[config.mk]
export PLATFORM = sky130hd
export DESIGN_NAME = multicycle_control_unit
export DESIGN_NICKNAME = d
export VERILOG_FILES = /design/src/rtl/control_pkg.sv /design/src/rtl/wait_timer.sv /design/src/rtl/multicycle_control_unit.sv
export SDC_FILE = /design/constraint.sdc
export NUM_CORES = 1
export LEC_CHECK = 0
export CORE_UTILIZATION = 40
export CTS_BUF_LIST = sky130_fd_sc_hd__clkbuf_4
export CTS_CLUSTER_DIAMETER = 100
export DETAILED_ROUTE_END_ITERATION = 7
export HOLD_SLACK_MARGIN = 0.03
export PLACE_DENSITY = 0.76
export SLEW_MARGIN = 20
export SYNTH_ARGS = -nofsm -noshare
export SYNTH_HDL_FRONTEND = slang
export SYNTH_SLANG_ARGS = --single-unit
[constraint.sdc]
create_clock -name clk -period 4.04 [get_ports clk]
set_input_delay 0.808 -clock clk [delete_from_list [all_inputs] [get_ports clk]]
set_output_delay 0.808 -clock clk [all_outputs]
set_load 0.005 [all_outputs]
[src/rtl/control_pkg.sv]
// Shared encodings for the multicycle control path: FSM states, opcodes and
// the ALU operand/operation selects seen by the datapath.
package control_pkg;

  typedef enum logic [3:0] {
    S_FETCH  = 4'd0,
    S_DECODE = 4'd1,
    S_EXEC_R = 4'd2,
    S_EXEC_I = 4'd3,
    S_ADDR   = 4'd4,
    S_MEM_RD = 4'd5,
    S_MEM_WR = 4'd6,
    S_WB_ALU = 4'd7,
    S_WB_MEM = 4'd8,
    S_BRANCH = 4'd9,
    S_JAL    = 4'd10,
    S_FAULT  = 4'd11
  } state_t;

  localparam logic [6:0] OP_RTYPE  = 7'b0110011;
  localparam logic [6:0] OP_ITYPE  = 7'b0010011;
  localparam logic [6:0] OP_LOAD   = 7'b0000011;
  localparam logic [6:0] OP_STORE  = 7'b0100011;
  localparam logic [6:0] OP_BRANCH = 7'b1100011;
  localparam logic [6:0] OP_JAL    = 7'b1101111;

  localparam logic [1:0] ALU_ADD   = 2'b00;
  localparam logic [1:0] ALU_SUB   = 2'b01;
  localparam logic [1:0] ALU_FUNCT = 2'b10;

  localparam logic [1:0] SRC_A_PC    = 2'd0;
  localparam logic [1:0] SRC_A_RS1   = 2'd1;
  localparam logic [1:0] SRC_A_OLDPC = 2'd2;

  localparam logic [1:0] SRC_B_RS2  = 2'd0;
  localparam logic [1:0] SRC_B_IMM  = 2'd1;
  localparam logic [1:0] SRC_B_FOUR = 2'd2;

  // States that stall on the memory handshake and are guarded by the timer.
  function automatic logic is_wait_state(input state_t s);
    return (s == S_FETCH) || (s == S_MEM_RD) || (s == S_MEM_WR);
  endfunction

endpackage

[src/rtl/wait_timer.sv]
// Saturating memory-wait counter; flags the cycle in which another stalled
// cycle would bring the count up to MEM_TIMEOUT.
module wait_timer #(
  parameter int unsigned MEM_TIMEOUT = 16
) (
  input  logic clk,
  input  logic rst,
  input  logic clear_i,
  input  logic inc_i,
  output logic hit_o
);

  localparam int unsigned    CW   = $clog2(MEM_TIMEOUT + 1);
  localparam logic [CW-1:0]  LAST = CW'(MEM_TIMEOUT - 1);
  localparam logic [CW-1:0]  MAX  = CW'(MEM_TIMEOUT);

  logic [CW-1:0] cnt_q, cnt_d;

  always_comb begin
    cnt_d = cnt_q;
    if (clear_i)
      cnt_d = '0;
    else if (inc_i && (cnt_q != MAX))
      cnt_d = cnt_q + CW'(1);
  end

  always_ff @(posedge clk) begin
    if (rst) cnt_q <= '0;
    else     cnt_q <= cnt_d;
  end

  assign hit_o = inc_i && (cnt_q == LAST);

endmodule

[src/rtl/multicycle_control_unit.sv]
// Moore-style multicycle control FSM for a small RISC-V subset, with a memory
// wait timeout and sticky illegal/mem_fault flags.
module multicycle_control_unit
  import control_pkg::*;
#(
  parameter int unsigned MEM_TIMEOUT = 16,
  parameter bit          EN_JAL      = 1'b1
) (
  input  logic       clk,
  input  logic       rst,
  input  logic [6:0] opcode,
  input  logic       zero,
  input  logic       mem_ready,
  output logic       pc_write,
  output logic       ir_write,
  output logic       mem_read,
  output logic       mem_write,
  output logic       mem_to_reg,
  output logic       reg_write,
  output logic       branch_taken,
  output logic [1:0] alu_src_a,
  output logic [1:0] alu_src_b,
  output logic [1:0] alu_op,
  output logic       illegal,
  output logic       mem_fault,
  output logic [3:0] state_o
);

  state_t state_q, state_d;
  logic   illegal_q, illegal_d;
  logic   mem_fault_q, mem_fault_d;
  logic   is_store_q;
  logic   tmr_hit;

  wait_timer #(.MEM_TIMEOUT(MEM_TIMEOUT)) u_wait_timer (
    .clk     (clk),
    .rst     (rst),
    .clear_i (state_d != state_q),
    .inc_i   (is_wait_state(state_q) && !mem_ready),
    .hit_o   (tmr_hit)
  );

  always_ff @(posedge clk) begin
    if (rst) begin
      state_q     <= S_FETCH;
      illegal_q   <= 1'b0;
      mem_fault_q <= 1'b0;
    end else begin
      state_q     <= state_d;
      illegal_q   <= illegal_d;
      mem_fault_q <= mem_fault_d;
    end
  end

  // Load/store direction is opcode bit 5; opcode is only valid in DECODE.
  always_ff @(posedge clk) begin
    if (state_q == S_DECODE) is_store_q <= opcode[5];
  end

  always_comb begin
    state_d     = state_q;
    illegal_d   = illegal_q;
    mem_fault_d = mem_fault_q;
    case (state_q)
      S_FETCH: begin
        if (mem_ready) state_d = S_DECODE;
        else if (tmr_hit) begin
          state_d     = S_FAULT;
          mem_fault_d = 1'b1;
        end
      end
      S_DECODE: begin
        case (opcode)
          OP_RTYPE:          state_d = S_EXEC_R;
          OP_ITYPE:          state_d = S_EXEC_I;
          OP_LOAD, OP_STORE: state_d = S_ADDR;
          OP_BRANCH:         state_d = S_BRANCH;
          OP_JAL: begin
            if (EN_JAL) state_d = S_JAL;
            else begin
              state_d   = S_FAULT;
              illegal_d = 1'b1;
            end
          end
          default: begin
            state_d   = S_FAULT;
            illegal_d = 1'b1;
          end
        endcase
      end
      S_EXEC_R, S_EXEC_I: state_d = S_WB_ALU;
      S_ADDR:             state_d = is_store_q ? S_MEM_WR : S_MEM_RD;
      S_MEM_RD, S_MEM_WR: begin
        if (mem_ready) state_d = (state_q == S_MEM_RD) ? S_WB_MEM : S_FETCH;
        else if (tmr_hit) begin
          state_d     = S_FAULT;
          mem_fault_d = 1'b1;
        end
      end
      S_WB_ALU, S_WB_MEM, S_BRANCH, S_JAL: state_d = S_FETCH;
      S_FAULT:  state_d = S_FAULT;
      default:  state_d = S_FETCH;
    endcase
  end

  // FETCH and BRANCH qualify their write strobes with the handshake/flag.
  always_comb begin
    pc_write     = 1'b0;
    ir_write     = 1'b0;
    mem_read     = 1'b0;
    mem_write    = 1'b0;
    mem_to_reg   = 1'b0;
    reg_write    = 1'b0;
    branch_taken = 1'b0;
    alu_src_a    = SRC_A_PC;
    alu_src_b    = SRC_B_RS2;
    alu_op       = ALU_ADD;
    case (state_q)
      S_FETCH: begin
        mem_read  = 1'b1;
        ir_write  = mem_ready;
        pc_write  = mem_ready;
        alu_src_a = SRC_A_PC;
        alu_src_b = SRC_B_FOUR;
        alu_op    = ALU_ADD;
      end
      S_EXEC_R: begin
        alu_src_a = SRC_A_RS1;
        alu_src_b = SRC_B_RS2;
        alu_op    = ALU_FUNCT;
      end
      S_EXEC_I: begin
        alu_src_a = SRC_A_RS1;
        alu_src_b = SRC_B_IMM;
        alu_op    = ALU_FUNCT;
      end
      S_ADDR: begin
        alu_src_a = SRC_A_RS1;
        alu_src_b = SRC_B_IMM;
        alu_op    = ALU_ADD;
      end
      S_MEM_RD: mem_read  = 1'b1;
      S_MEM_WR: mem_write = 1'b1;
      S_WB_ALU: reg_write = 1'b1;
      S_WB_MEM: begin
        reg_write  = 1'b1;
        mem_to_reg = 1'b1;
      end
      S_BRANCH: begin
        alu_src_a    = SRC_A_RS1;
        alu_src_b    = SRC_B_RS2;
        alu_op       = ALU_SUB;
        branch_taken = zero;
        pc_write     = zero;
      end
      S_JAL: begin
        reg_write = 1'b1;
        pc_write  = 1'b1;
        alu_src_a = SRC_A_OLDPC;
        alu_src_b = SRC_B_IMM;
      end
      default: ;
    endcase
  end

  assign illegal   = illegal_q;
  assign mem_fault = mem_fault_q;
  assign state_o   = state_q;

endmodule

==> impl_metrics.json, run 1 <==
{
  "cp-start-kind": "flop",
  "rr_endpoint": "u_wait_timer.cnt_q[4]",
  "drive_gt1_share_pct": 6.21,
  "fin_ws_ps": 859,
  "clock_path_buffers": 2,
  "core_mm2": 0.00250,
  "row_count": 18,
  "cts_hold_buf": 0,
  "grt_max_degree": 28,
  "slew_viol_final": 0,
  "drtIter0Drc": 20,
  "rrSetupSlack_ps": 1390,
  "fmax_mhz": 314,
  "die_height_um": 53.8,
  "ys_top_cells_by_area": "dfxtp_1 (20%), nor2_1 (8.4%), a21oi_1 (5.6%), nand2_1 (3.8%), ha_1 (3.5%)",
  "pwr_density_cell_mw_per_mm2": 578,
  "setup_viol": 0,
  "min_path_type": "reg2reg",
  "reg2regPathDepth": 7,
  "required_ps": 3230,
  "path_clk_slew_ps": 80,
  "fin_crit_sh_pct": 78.7,
  "first_pass_iters": 4,
  "yosys.area.top_type_share_pct": 20.5,
  "cts_sinks": 12,
  "vias": 1204,
  "holdPathStages": 2,
  "remaining_drc_errors": 0,
  "end_kind": "primary output",
  "numCtsBuffers": 3,
  "worstPathMaxFanout": 27,
  "hold_viol": 0,
  "wl_um": 2840,
  "cts_root_buf": "clkbuf_4",
  "ys_seq_area_share_pct": 23.3,
  "crit_type": "reg2out",
  "die_area_mm2": 0.00290,
  "fin_util_pct": 56.1,
  "start_util_pct": 43.0,
  "antenna-diode-count": 0,
  "worstPathArrival_ps": 2370,
  "synth_warnings": 0,
  "clk_latency_ps": 270,
  "grt_pass1_wl_um": 4550,
  "syn_area_mm2": 0.00107,
  "synth_area_per_cell_um2": 7.12,
  "grt_usage_pct": 21.2,
  "synth_nets": 165,
  "ios": 30,
  "synth_flop_cell": "dfxtp_1",
  "max_slew_margin_pct": 39.8,
  "area_growth_pct": 30.5,
  "status": "completed",
  "grt_pass1_vias": 1025,
  "gr-total-overflow": 0,
  "synth_top_area_cell": "dfxtp_1",
  "gp_congestion": 0.956,
  "synth_edf_count": 1,
  "antenna_found_initial": 0,
  "dp_hpwl_um": 2190,
  "wl_per_cell_um": 13.7,
  "ys_ff_latch": 12,
  "rr_startpoint": "state_o[0]",
  "cts_tree": "yes",
  "worst_hold_path.endpoint": "illegal",
  "final_net_count": 192,
  "min_from": "illegal",
  "syn_inst": 151,
  "tns_ps": 0,
  "fin_crit_ps": 3180,
  "dieWidth_um": 53.8,
  "cts_resized": 0,
  "finClkSkew_ps": 0.324,
  "async_flop_share_pct": 0,
  "ir_drop_mv": 0.336,
  "worst_pin_slew_ps": 892,
  "place_ws_ps": 799,
  "grt_setup_unrepaired": "false",
  "post_cts_buffers": 0,
  "maxCapViolations": 0,
  "viasPerCell": 5.82,
  "drtAntennaViolNets": 0,
  "leakage_nw": 0.525,
  "portBuffers": 29,
  "htreeDepth": 1,
  "synth.distinct_cells": 50
}
per-stage QoR:
| step | total power [W] | hold WS [ps] | instance area, um^2 | instances |
|---|---|---|---|---|
| final | 0.000811 | 484 | 1400 | 207 |
| after global routing | 0.000880 | 535 | 1400 | 207 |
| after CTS | 0.000811 | 489 | 1400 | 207 |
| after detailed placement | 0.000735 | 468 | 1380 | 203 |
| after global placement | 0.000722 | 452 | 1380 | 203 |
| after floorplan | 0.000524 | 460 | 1070 | 151 |
state kept, by name, summed over array words and instances (netlist names):
signal              flops
is_store_q              1
illegal                 1
u_wait_timer.cnt_q      5
mem_fault               1
state_o                 4
placed cells by master (no fill, tap or decap), drive strengths merged, types with 2 or more instances in the layout:
| master | Yosys | routed |
|---|---|---|
| a21oi | 12 | 12 |
| and2 | 4 | 4 |
| and3 | 4 | 4 |
| clkbuf | 5 | 3 |
| clkdlybuf4s50 | 0 | 29 |
| dfxtp | 11 | 11 |
| ha | 3 | 3 |
| inv | 9 | 9 |
| nand2 | 12 | 12 |
| nand2b | 6 | 6 |
| nand3 | 5 | 5 |
| nand4 | 2 | 2 |
| nor2 | 24 | 24 |
| nor2b | 3 | 3 |
| nor3 | 4 | 4 |
| nor3b | 3 | 3 |
| nor4 | 3 | 3 |
| o21ai | 3 | 3 |
| o22ai | 3 | 3 |
| o41ai | 3 | 3 |
| or3 | 3 | 3 |
| xnor2 | 2 | 2 |
| xor2 | 2 | 2 |
report_power, final:
part	leakage, nW	switching (W)	total (W)	internal, W
Sequential	0.0989	0.0000814	0.000226	0.000145
Combinational	0.411	0.000237	0.000507	0.000271
Clock	0.0154	0.0000414	0.0000772	0.0000358
cell usage after synthesis, drive strengths merged, types with 2 or more instances:
cell	instances
nor2	24
a21oi	12
nand2	12
dfxtp	11
inv	9
nand2b	6
clkbuf	5
nand3	5
and2	4
and3	4
nor3	4
buf	3
ha	3
nor2b	3
nor3b	3
nor4	3
o21ai	3
o22ai	3
o41ai	3
or3	3
nand4	2
xnor2	2
xor2	2
logic make-up after synthesis:
group	after synthesis	share of synthesized area (%)
fa+ha+maj	4	4.42
flops	12	23.3
compound gates	37	24.3
mux	1	0.931
xor+xnor	4	3.26
simple gates	76	37.5
buf+inv	17	6.29
critical path, stage by stage, from the launching register on:
cell,delay (ps)
dfxtp_1,890
nand2b_1,220
nor2_1,70
and2_1,170
or3_1,300
clkdlybuf4s50_1,440
metal layers:
layer	GRT usage (%)	part of all wire, %	vias to the layer above
met5	0	0	-
met4	3.95	0.85	0
met3	1.69	4.0	5
met2	41.6	51	38
met1	24.4	44	560
li1	-	-	601
worst max-delay path by stage:
stage                from                    end  cells past startpoint
6_report       state_o[1]               pc_write                      5
5_1_grt        state_o[2]           alu_src_b[0]                      5
4_1_cts        state_o[1]               pc_write                      5
3_5_place_dp    opcode[3]  u_wait_timer.cnt_q[1]                      7
3_3_place_gp    opcode[3]  u_wait_timer.cnt_q[1]                      7
2_1_floorplan   opcode[3]  u_wait_timer.cnt_q[1]                      6
area by class of cell:
cell class | count | area (um^2)
Multi-Input combinational cell | 122 | 757
Clock buffer | 3 | 22.5
Sequential cell | 12 | 250
Timing Repair Buffer | 30 | 298
Tap cell | 30 | 37.5
Inverter | 9 | 33.8
Clock inverter | 1 | 3.75
Fill cell | 250 | 1100
No activity file was read; power rests on OpenSTA's default activity.
==> inputs of run 2 (changes only) <==
--- a/config.mk
+++ b/config.mk
@@ -10,7 +10,7 @@
 export CTS_CLUSTER_DIAMETER = 100
 export DETAILED_ROUTE_END_ITERATION = 7
 export HOLD_SLACK_MARGIN = 0.03
-export PLACE_DENSITY = 0.76
+export PLACE_DENSITY = 0.78
 export SLEW_MARGIN = 20
 export SYNTH_ARGS = -nofsm -noshare
 export SYNTH_HDL_FRONTEND = slang
==> constraint.sdc (replaced) <==
create_clock -name clk -period 2.8 [get_ports clk]
set_input_delay 0.56 -clock clk [delete_from_list [all_inputs] [get_ports clk]]
set_output_delay 0.56 -clock clk [all_outputs]
set_load 0.005 [all_outputs]
==> impl_metrics.json, run 2 (synthesis results as in run 1) <==
{
  "fill_cells": 230,
  "finClkSkew_ps": 7.64,
  "first_pass_iters": 4,
  "drtAntennaViolNets": 0,
  "regArea_um2": 250,
  "gr-total-overflow": 0,
  "grt_max_degree": 15,
  "antenna-diode-count": 0,
  "fin_crit_sh_pct": 95.8,
  "cts_sinks": 12,
  "regMostFlops": "u_wait_timer.cnt_q",
  "remaining_drc_errors": 0,
  "grt_pass1_vias": 1198,
  "htreeDepth": 1,
  "grt_setup_unrepaired": "false",
  "setup_viol": 0,
  "ios": 30,
  "area_growth_pct": 38.9,
  "slowest_delay_ps": 600,
  "drtIter0Drc": 42,
  "worstPathMaxFanout": 13,
  "fin_crit_ps": 2680,
  "clkPwrFrac_pct": 9.3,
  "drive_gt1_share_pct": 12.2,
  "cts_root_buf": "clkbuf_4",
  "finalPower_w": 0.00123,
  "core_mm2": 0.00250,
  "worstPathArrival_ps": 2120,
  "grt_pass1_wl_um": 5260,
  "dp_hpwl_um": 2420,
  "slew_viol_final": 0,
  "required_ps": 2240,
  "ir_drop_mv": 0.494,
  "largest_register_ff_count": 5,
  "met3_length_um": 196,
  "post_cts_buffers": 0,
  "pwr_density_cell_mw_per_mm2": 821,
  "die_height_um": 53.8,
  "cts_hold_buf": 0,
  "status": "completed",
  "wl_met2_um": 1640,
  "top_layer": "met4",
  "power.share.sequential_pct": 22.3,
  "grt_usage_pct": 25.3,
  "cp-start-kind": "flop",
  "die_area_mm2": 0.00290,
  "power.switching_w": 0.000536,
  "row_count": 18,
  "hold_viol": 0,
  "multi_input_area_um2": 764,
  "min_path_type": "reg2reg",
  "start_util_pct": 43.0,
  "maxCapViolations": 0,
  "antenna_found_initial": 0,
  "portBuffers": 29,
  "path_cells": "inv_1, nand2_1, nor2_1, or3_1, clkdlybuf4s50_1",
  "clock_path_buffers": 2,
  "viasPerCell": 5.85,
  "power_frac_comb_pct": 68.4,
  "crit_type": "reg2out",
  "fin_util_pct": 59.7,
  "fin_ws_ps": 119,
  "clk_latency_ps": 280,
  "end_kind": "primary output",
  "gp_congestion": 0.879,
  "rrSetupSlack_ps": 250,
  "final_net_count": 203,
  "max_slew_margin_pct": 46.0,
  "place_ws_ps": -149,
  "numCtsBuffers": 3,
  "fmax_mhz": 373,
  "most-common-layout-cells": "clkdlybuf4s50_1 (29), nor2_1 (24), a21oi_1 (12), buf_4 (12)",
  "wl_per_cell_um": 14.2,
  "p_int_w": 0.000690,
  "leakage_nw": 0.581,
  "wl_um": 3100,
  "path_clk_slew_ps": 80,
  "cts_tree": "yes",
  "swShare_pct": 43.7,
  "final_common_cell": "clkdlybuf4s50_1",
  "slowest_stage": "dfxtp_1",
  "wl_met1_um": 1220,
  "vias": 1275,
  "worst_pin_slew_ps": 799,
  "dieWidth_um": 53.8
}
[run 2: cell types whose count changed in the layout (fill, tap and decap cells not counted)]
cell,delta
buf_4,+11
o41ai_1,-1
o41ai_2,+1
[run 2: final timing paths]
| kind | end | cells past startpoint | startpoint |
|---|---|---|---|
| worst min-delay path | illegal | 2 | illegal |
| worst max-delay path | pc_write | 5 | state_o[0] |
| worst max register to register | u_wait_timer.cnt_q[1] | 9 | u_wait_timer.cnt_q[0] |
| worst min register to register | illegal | 2 | illegal |
[run 2: what timing repair did]
action / in CTS / in global routing
gates resized for setup: 0 / 1
hold endpoints to repair: 0 / 0
endpoints found under the setup margin: 0 / 1
[run 2: power by group through the flow]
stage | Combinational, W | Clock [W] | Sequential, W
after floorplan | 0.000511 | 0 | 0.000245
after detailed placement | 0.000822 | 0 | 0.000276
after global routing | 0.000930 | 0.000124 | 0.000284
after global placement | 0.000803 | 0 | 0.000274
final | 0.000838 | 0.000114 | 0.000273
after CTS | 0.000827 | 0.000117 | 0.000272
[run 2: metal layers]
metal / GRT usage [%] / vias to the layer above
met2: 48.8 / 52
met1: 26.6 / 593
met5: 0 / -
met3: 3.67 / 7
li1: - / 623
met4: 11.0 / 0
[run 2: area by class of cell]
cell class	instances	share of cell area (%)
sequential	12	16.8
timing repair buffer	41	25.5
multi-input combinational	122	51.2
clock inverter	1	0.251
tap	30	2.51
clock buffer	3	1.51
inverter	9	2.26
[run 2: critical path, delay by kind of cell, from the launching register on]
kind,cells,cell delay [ps]
buffers and inverters,2,670
flip-flops,1,600
AND/OR/NAND/NOR,3,560
[run 2: through the flow]
step | hold WS, ps | cells | cell area [um^2] | TNS [ps]
2_1_floorplan | 460 | 151 | 1070 | 0
3_3_place_gp | 455 | 214 | 1460 | -71.4
3_5_place_dp | 479 | 214 | 1460 | -395
4_1_cts | 501 | 218 | 1490 | 0
5_1_grt | 552 | 218 | 1490 | 0
6_report | 491 | 218 | 1490 | 0
